File: src/rtl/wrf_dst_filter.sv
// Destination-MAC filter for the 16-bit WR fabric: buffers the frame header, decides pass/drop, forwards or discards.
// Define WRF_FILTER_BCAST_EN to also pass broadcast destinations while filtering is enabled.
module wrf_dst_filter #(
  parameter int g_hdr_depth = 4
) (
  input  logic        clk_sys_i,
  input  logic        rst_n_i,
  input  logic        snk_cyc_i,
  input  logic        snk_stb_i,
  input  logic        snk_we_i,
  input  logic [1:0]  snk_adr_i,
  input  logic [1:0]  snk_sel_i,
  input  logic [15:0] snk_dat_i,
  output logic        snk_ack_o,
  output logic        snk_stall_o,
  output logic        snk_err_o,
  output logic        src_cyc_o,
  output logic        src_stb_o,
  output logic        src_we_o,
  output logic [1:0]  src_adr_o,
  output logic [1:0]  src_sel_o,
  output logic [15:0] src_dat_o,
  input  logic        src_ack_i,
  input  logic        src_stall_i,
  input  logic        src_err_i,
  input  logic        ena_i,
  input  logic [47:0] mac_i,
  output logic [31:0] pass_cnt_o,
  output logic [31:0] drop_cnt_o
);

  localparam int CW = $clog2(g_hdr_depth + 1);
  localparam int IW = (g_hdr_depth > 1) ? $clog2(g_hdr_depth) : 1;
  localparam logic [CW-1:0] DEPTH = CW'(g_hdr_depth);

  typedef enum logic [2:0] {S_IDLE, S_HDR, S_FLUSH, S_PASS, S_DROP} state_t;

  state_t        state_reg, state_next;
  logic [CW-1:0] cnt_reg, cnt_next;
  logic [CW-1:0] rd_reg, rd_next;
  logic [CW-1:0] base_cnt;
  logic [1:0]    dcnt_reg, dcnt_next, base_dcnt;
  logic [15:0]   dw0_reg, dw0_next, dw1_reg, dw1_next;
  logic          ended_reg, ended_next;
  logic          armed_reg, armed_next;
  logic          ack_reg;
  logic [31:0]   pass_cnt_reg, drop_cnt_reg;
  logic          pass_inc, drop_inc, buf_we;
  logic [19:0]   hdr_mem [g_hdr_depth];
  logic [19:0]   rd_word;
  logic          accept, start, hdr_take, is_data, dst_match, bcast_hit;
  logic [47:0]   dest;
  logic          unused_ok;

  assign unused_ok = &{1'b0, snk_we_i, src_ack_i, src_err_i};

  assign accept   = snk_cyc_i & snk_stb_i & ~snk_stall_o;
  // armed_reg ensures only a genuine rising cyc starts a frame (e.g. not the tail after a reset)
  assign start    = (state_reg == S_IDLE) & snk_cyc_i & armed_reg;
  assign hdr_take = accept & (start | (state_reg == S_HDR));
  assign is_data  = (snk_adr_i == 2'b00);
  assign base_cnt  = (state_reg == S_HDR) ? cnt_reg  : '0;
  assign base_dcnt = (state_reg == S_HDR) ? dcnt_reg : 2'd0;
  assign dest     = {dw0_reg, dw1_reg, snk_dat_i};

`ifdef WRF_FILTER_BCAST_EN
  assign bcast_hit = (dest == 48'hFFFF_FFFF_FFFF);
`else
  assign bcast_hit = 1'b0;
`endif

  assign dst_match = ~ena_i | (dest == mac_i) | bcast_hit;
  assign rd_word   = hdr_mem[rd_reg[IW-1:0]];

  assign snk_ack_o  = ack_reg;
  assign snk_err_o  = 1'b0;
  assign src_we_o   = src_cyc_o;
  assign pass_cnt_o = pass_cnt_reg;
  assign drop_cnt_o = drop_cnt_reg;

  always_comb begin
    snk_stall_o = 1'b0;
    src_cyc_o   = 1'b0;
    src_stb_o   = 1'b0;
    src_adr_o   = 2'b00;
    src_sel_o   = 2'b00;
    src_dat_o   = 16'h0000;
    case (state_reg)
      S_FLUSH: begin
        snk_stall_o = 1'b1;
        src_cyc_o   = 1'b1;
        src_stb_o   = 1'b1;
        {src_adr_o, src_sel_o, src_dat_o} = rd_word;
      end
      S_PASS: begin
        snk_stall_o = src_stall_i;
        src_cyc_o   = snk_cyc_i;
        src_stb_o   = snk_stb_i;
        src_adr_o   = snk_adr_i;
        src_sel_o   = snk_sel_i;
        src_dat_o   = snk_dat_i;
      end
      default: ;
    endcase
  end

  always_comb begin
    state_next = state_reg;
    cnt_next   = cnt_reg;
    rd_next    = rd_reg;
    dcnt_next  = dcnt_reg;
    dw0_next   = dw0_reg;
    dw1_next   = dw1_reg;
    ended_next = ended_reg;
    pass_inc   = 1'b0;
    drop_inc   = 1'b0;
    buf_we     = 1'b0;
    if (!snk_cyc_i)
      armed_next = 1'b1;
    else if (start)
      armed_next = 1'b0;
    else
      armed_next = armed_reg;

    case (state_reg)
      S_IDLE: begin
        if (start) begin
          state_next = S_HDR;
          cnt_next   = '0;
          dcnt_next  = 2'd0;
          rd_next    = '0;
          ended_next = 1'b0;
        end
      end
      S_HDR: begin
        if (!snk_cyc_i) begin
          drop_inc   = 1'b1;
          state_next = S_IDLE;
        end
      end
      S_FLUSH: begin
        if (!snk_cyc_i)
          ended_next = 1'b1;
        if (!src_stall_i) begin
          if (rd_reg == cnt_reg - CW'(1)) begin
            state_next = (ended_reg | ~snk_cyc_i) ? S_IDLE : S_PASS;
            ended_next = 1'b0;
          end else begin
            rd_next = rd_reg + CW'(1);
          end
        end
      end
      S_PASS, S_DROP: begin
        if (!snk_cyc_i)
          state_next = S_IDLE;
      end
      default: state_next = S_IDLE;
    endcase

    // Header word capture; the third data word carries the last destination chunk
    if (hdr_take) begin
      buf_we   = 1'b1;
      cnt_next = base_cnt + CW'(1);
      if (is_data) begin
        dcnt_next = base_dcnt + 2'd1;
        if (base_dcnt == 2'd0) dw0_next = snk_dat_i;
        if (base_dcnt == 2'd1) dw1_next = snk_dat_i;
      end
      if (is_data && base_dcnt == 2'd2) begin
        rd_next = '0;
        if (dst_match) begin
          pass_inc   = 1'b1;
          state_next = S_FLUSH;
        end else begin
          drop_inc   = 1'b1;
          state_next = S_DROP;
        end
      end else if (base_cnt + CW'(1) == DEPTH) begin
        drop_inc   = 1'b1;
        state_next = S_DROP;
      end
    end
  end

  always_ff @(posedge clk_sys_i) begin
    if (buf_we)
      hdr_mem[base_cnt[IW-1:0]] <= {snk_adr_i, snk_sel_i, snk_dat_i};
  end

  always_ff @(posedge clk_sys_i or negedge rst_n_i) begin
    if (!rst_n_i) begin
      state_reg    <= S_IDLE;
      cnt_reg      <= '0;
      rd_reg       <= '0;
      dcnt_reg     <= 2'd0;
      dw0_reg      <= 16'h0000;
      dw1_reg      <= 16'h0000;
      ended_reg    <= 1'b0;
      armed_reg    <= 1'b0;
      ack_reg      <= 1'b0;
      pass_cnt_reg <= 32'd0;
      drop_cnt_reg <= 32'd0;
    end else begin
      state_reg    <= state_next;
      cnt_reg      <= cnt_next;
      rd_reg       <= rd_next;
      dcnt_reg     <= dcnt_next;
      dw0_reg      <= dw0_next;
      dw1_reg      <= dw1_next;
      ended_reg    <= ended_next;
      armed_reg    <= armed_next;
      ack_reg      <= accept;
      pass_cnt_reg <= pass_cnt_reg + {31'd0, pass_inc};
      drop_cnt_reg <= drop_cnt_reg + {31'd0, drop_inc};
    end
  end

endmodule

File: config.mk
export PLATFORM = sky130hd
export DESIGN_NAME = wrf_dst_filter
export DESIGN_NICKNAME = d
export VERILOG_FILES = /design/src/rtl/wrf_dst_filter.sv
export SDC_FILE = /design/constraint.sdc
export NUM_CORES = 1
export LEC_CHECK = 0
export BUFFER_PORTS_ARGS = -buffer_cell sky130_fd_sc_hd__buf_2
export CORE_MARGIN = 2
export CORE_UTILIZATION = 35
export DETAILED_ROUTE_END_ITERATION = 10
export SYNTH_ARGS = -nofsm -noshare
export SYNTH_HDL_FRONTEND = slang
export SYNTH_SLANG_ARGS = --single-unit
File: constraint.sdc
create_clock -name clk_sys_i -period 3.8 [get_ports clk_sys_i]
set_input_delay 0.76 -clock clk_sys_i [delete_from_list [all_inputs] [get_ports clk_sys_i]]
set_output_delay 0.76 -clock clk_sys_i [all_outputs]
set_load 0.1 [all_outputs]
==> results.yml <==
clock_tree:
  max-clock-path-buffers: 2
  cts_tree: "done"
  cts.sinks: 190
  worstSkewPairLatency_ns: 0.44
  hold_buffers: 0
  cts_buffers: 17
  cts_root_buf: "clkbuf_16"
  htreeDepth: 4
  clk_pin_slew_ns: 0.09
  post_cts_resized: 0
  post_cts_buffers: 0
synth:
  netlist_instances: 615
  yosysWarnings: 0
  synthArstFlopShare_pct: 57.9
  synthAdderAreaFrac_pct: 2.01
  yosys.area_share.simple_pct: 10.2
  synthXorXnorAreaFrac_pct: 11.3
  yosysSeqAreaShare_pct: 59.1
  syn-mean-instance-area_um2: 14.2
  synth_edf_count: 80
  synthFlopType: "dfrtp_1"
  ys_types: 56
  yosys-mux-area-fraction_pct: 10.4
  synth_compound_area_share_pct: 4.96
  syn-cell-area_um2: 8720
  synth_top_family_by_area: "XOR/XNOR gates"
  ys_seq_elements: 190
  synth_nets: 706
flow_run:
  maxCapViolCount: 0
timing:
  setup_viol: 0
  rsz0062_at_grt: "no"
  relSlewSlack_pct: 46.3
  fmax_mhz: 286
  period_share_pct: 92.1
  skew_ns: 0.0163
  drv_slew: 0
  fin_ws_ns: 0.298
  fin_crit_ns: 3.50
  worstMarginPinSlew_ns: 0.801
  finalSetupTns_ns: 0
  hold_slack_ns: 0.229
  hold_violations: 0
detailed_routing:
  drt-vias-per-instance: 4.89
  first_pass_iters: 5
  drt_wl_total_mm: 21.0
  drc_errors: 0
  dr_total_vias: 5636
  drt_iter0_markers: 325
  wire_per_inst_um: 18.2
  ant_nets: 0
placement:
  io_buffer_count: 162
  place.detailed.hpwl_mm: 15.2
  pre_cts_ws_ns: 0.205
  gp_congestion: 0.793
worst_setup_path:
  end_kind: "register"
  required_ns: 4.13
  crit_fanout: 8
  start_kind: "register"
  arrival_ns: 3.83
  path_class: "reg2reg"
pwr:
  power_density_nw_per_um2: 635
  p_leak_nw: 4.67
  vdd_ir_drop_max_uv: 734
run_status:
  outcome: "finished clean"
final_layout:
  largest_reg_flops: 80
  final_common_cell: "buf_2"
  area_growth_pct: 23.1
  final_cell_mix: "161 x buf_2, 110 x dfrtp_1, 97 x xnor2_1"
  final_util_pct: 44.0
  layout-drive-gt1-share_pct: 35.7
  finalNetCount: 897
grt:
  overflow: 0
  grt_pass1_wl_mm: 33.1
  grt_antenna_before_repair: 12
  grt_pass1_vias: 5789
  grt_max_degree: 86
  grt_usage_pct: 16.6
floorplanning:
  die_w_um: 162
  io_pins: 167
  core_um2: 24400
  initial_core_util_pct: 35.8
  die_h_um: 162
  row_count: 57
  die_area_um2: 26200
hold_path:
  hold_class: "in2async"
==> logic make-up after synthesis <==
logic type / count (synthesis)
compound gates: 53
fa+ha+maj: 14
buf+inv: 35
other cells: 1
mux: 54
simple gates: 157
xor+xnor: 111
flops: 190
==> critical path, stage by stage, from the launching register on <==
cell and delay, ns:
dfrtp_1 0.52, nor3_2 0.26, buf_4 0.20, nand2_1 0.13
ha_1 0.25, nand2_1 0.11, a32oi_1 0.11, a21bo_2 0.24
ha_1 0.21, nand4_1 0.14, nor3_1 0.57, and3b_1 0.38
nand4_1 0.14, xnor2_1 0.14
==> per-layer routing <==
metal / track usage, % / wire (um) / vias up
li1: - / - / 2672
met1: 22.6 / 9620 / 2776
met2: 25.4 / 9390 / 162
met3: 6.28 / 1810 / 18
met4: 3.38 / 134 / 8
met5: 0 / 57 / -
==> Yosys cell counts, types with 7 or more instances <==
master / count / area, um2
a21oi_1: 9 / 45.0
a22o_1: 20 / 175
and2_1: 7 / 43.8
and3_1: 9 / 56.3
clkbuf_1: 9 / 33.8
dfrtp_1: 110 / 2750
edfxtp_1: 80 / 2400
ha_1: 14 / 175
inv_1: 14 / 52.6
mux2_2: 12 / 135
mux2_4: 20 / 300
mux4_2: 20 / 450
nand2_1: 31 / 116
nand3_1: 30 / 150
nand4_1: 30 / 188
nor2_1: 15 / 56.3
nor3_1: 8 / 40.0
o21ai_0: 8 / 40.0
xnor2_1: 97 / 850
xor2_1: 13 / 114
==> worst paths after layout <==
kind	slack [ns]	start	cells past startpoint	endpoint
max	0.30	state_reg[1]$_DFF_PN0_	13	drop_cnt_o[29]$_DFF_PN0_
min	0.23	rst_n_i	1	pass_cnt_o[10]$_DFF_PN0_
max reg2reg	0.30	state_reg[1]$_DFF_PN0_	13	drop_cnt_o[29]$_DFF_PN0_
min reg2reg	0.47	drop_cnt_o[31]$_DFF_PN0_	1	drop_cnt_o[31]$_DFF_PN0_
max in group asynchronous	2.75	rst_n_i	2	dw0_reg[9]$_DFFE_PN0P_
min in group clk_sys_i	0.47	drop_cnt_o[31]$_DFF_PN0_	1	drop_cnt_o[31]$_DFF_PN0_
==> cell type report <==
cell class                      instances  area (um2)
Fill cell                            2292       13700
Inverter                               15        56.3
Multi-Input combinational cell        390        3400
Clock buffer                           17         425
Timing Repair Buffer                  192        1060
Tap cell                              324         405
Sequential cell                       190        5150
Clock inverter                         15         215
Antenna cell                            9        22.5
==> metrics by stage <==
step	area [um2]	std cells	total power, W
global placement	10100	1111	0.00495
CTS	10700	1143	0.00689
finish	10700	1152	0.00681
floorplan	8720	615	0.00447
global route	10700	1146	0.00712
detailed placement	10100	1111	0.00497
==> power breakdown <==
group	internal, W	switching [W]
clock network	0.000934	0.000970
logic	0.000707	0.00169
registers	0.00233	0.000190
total	0.00397	0.00285
Note: power is estimated with default switching activity, not from simulation.
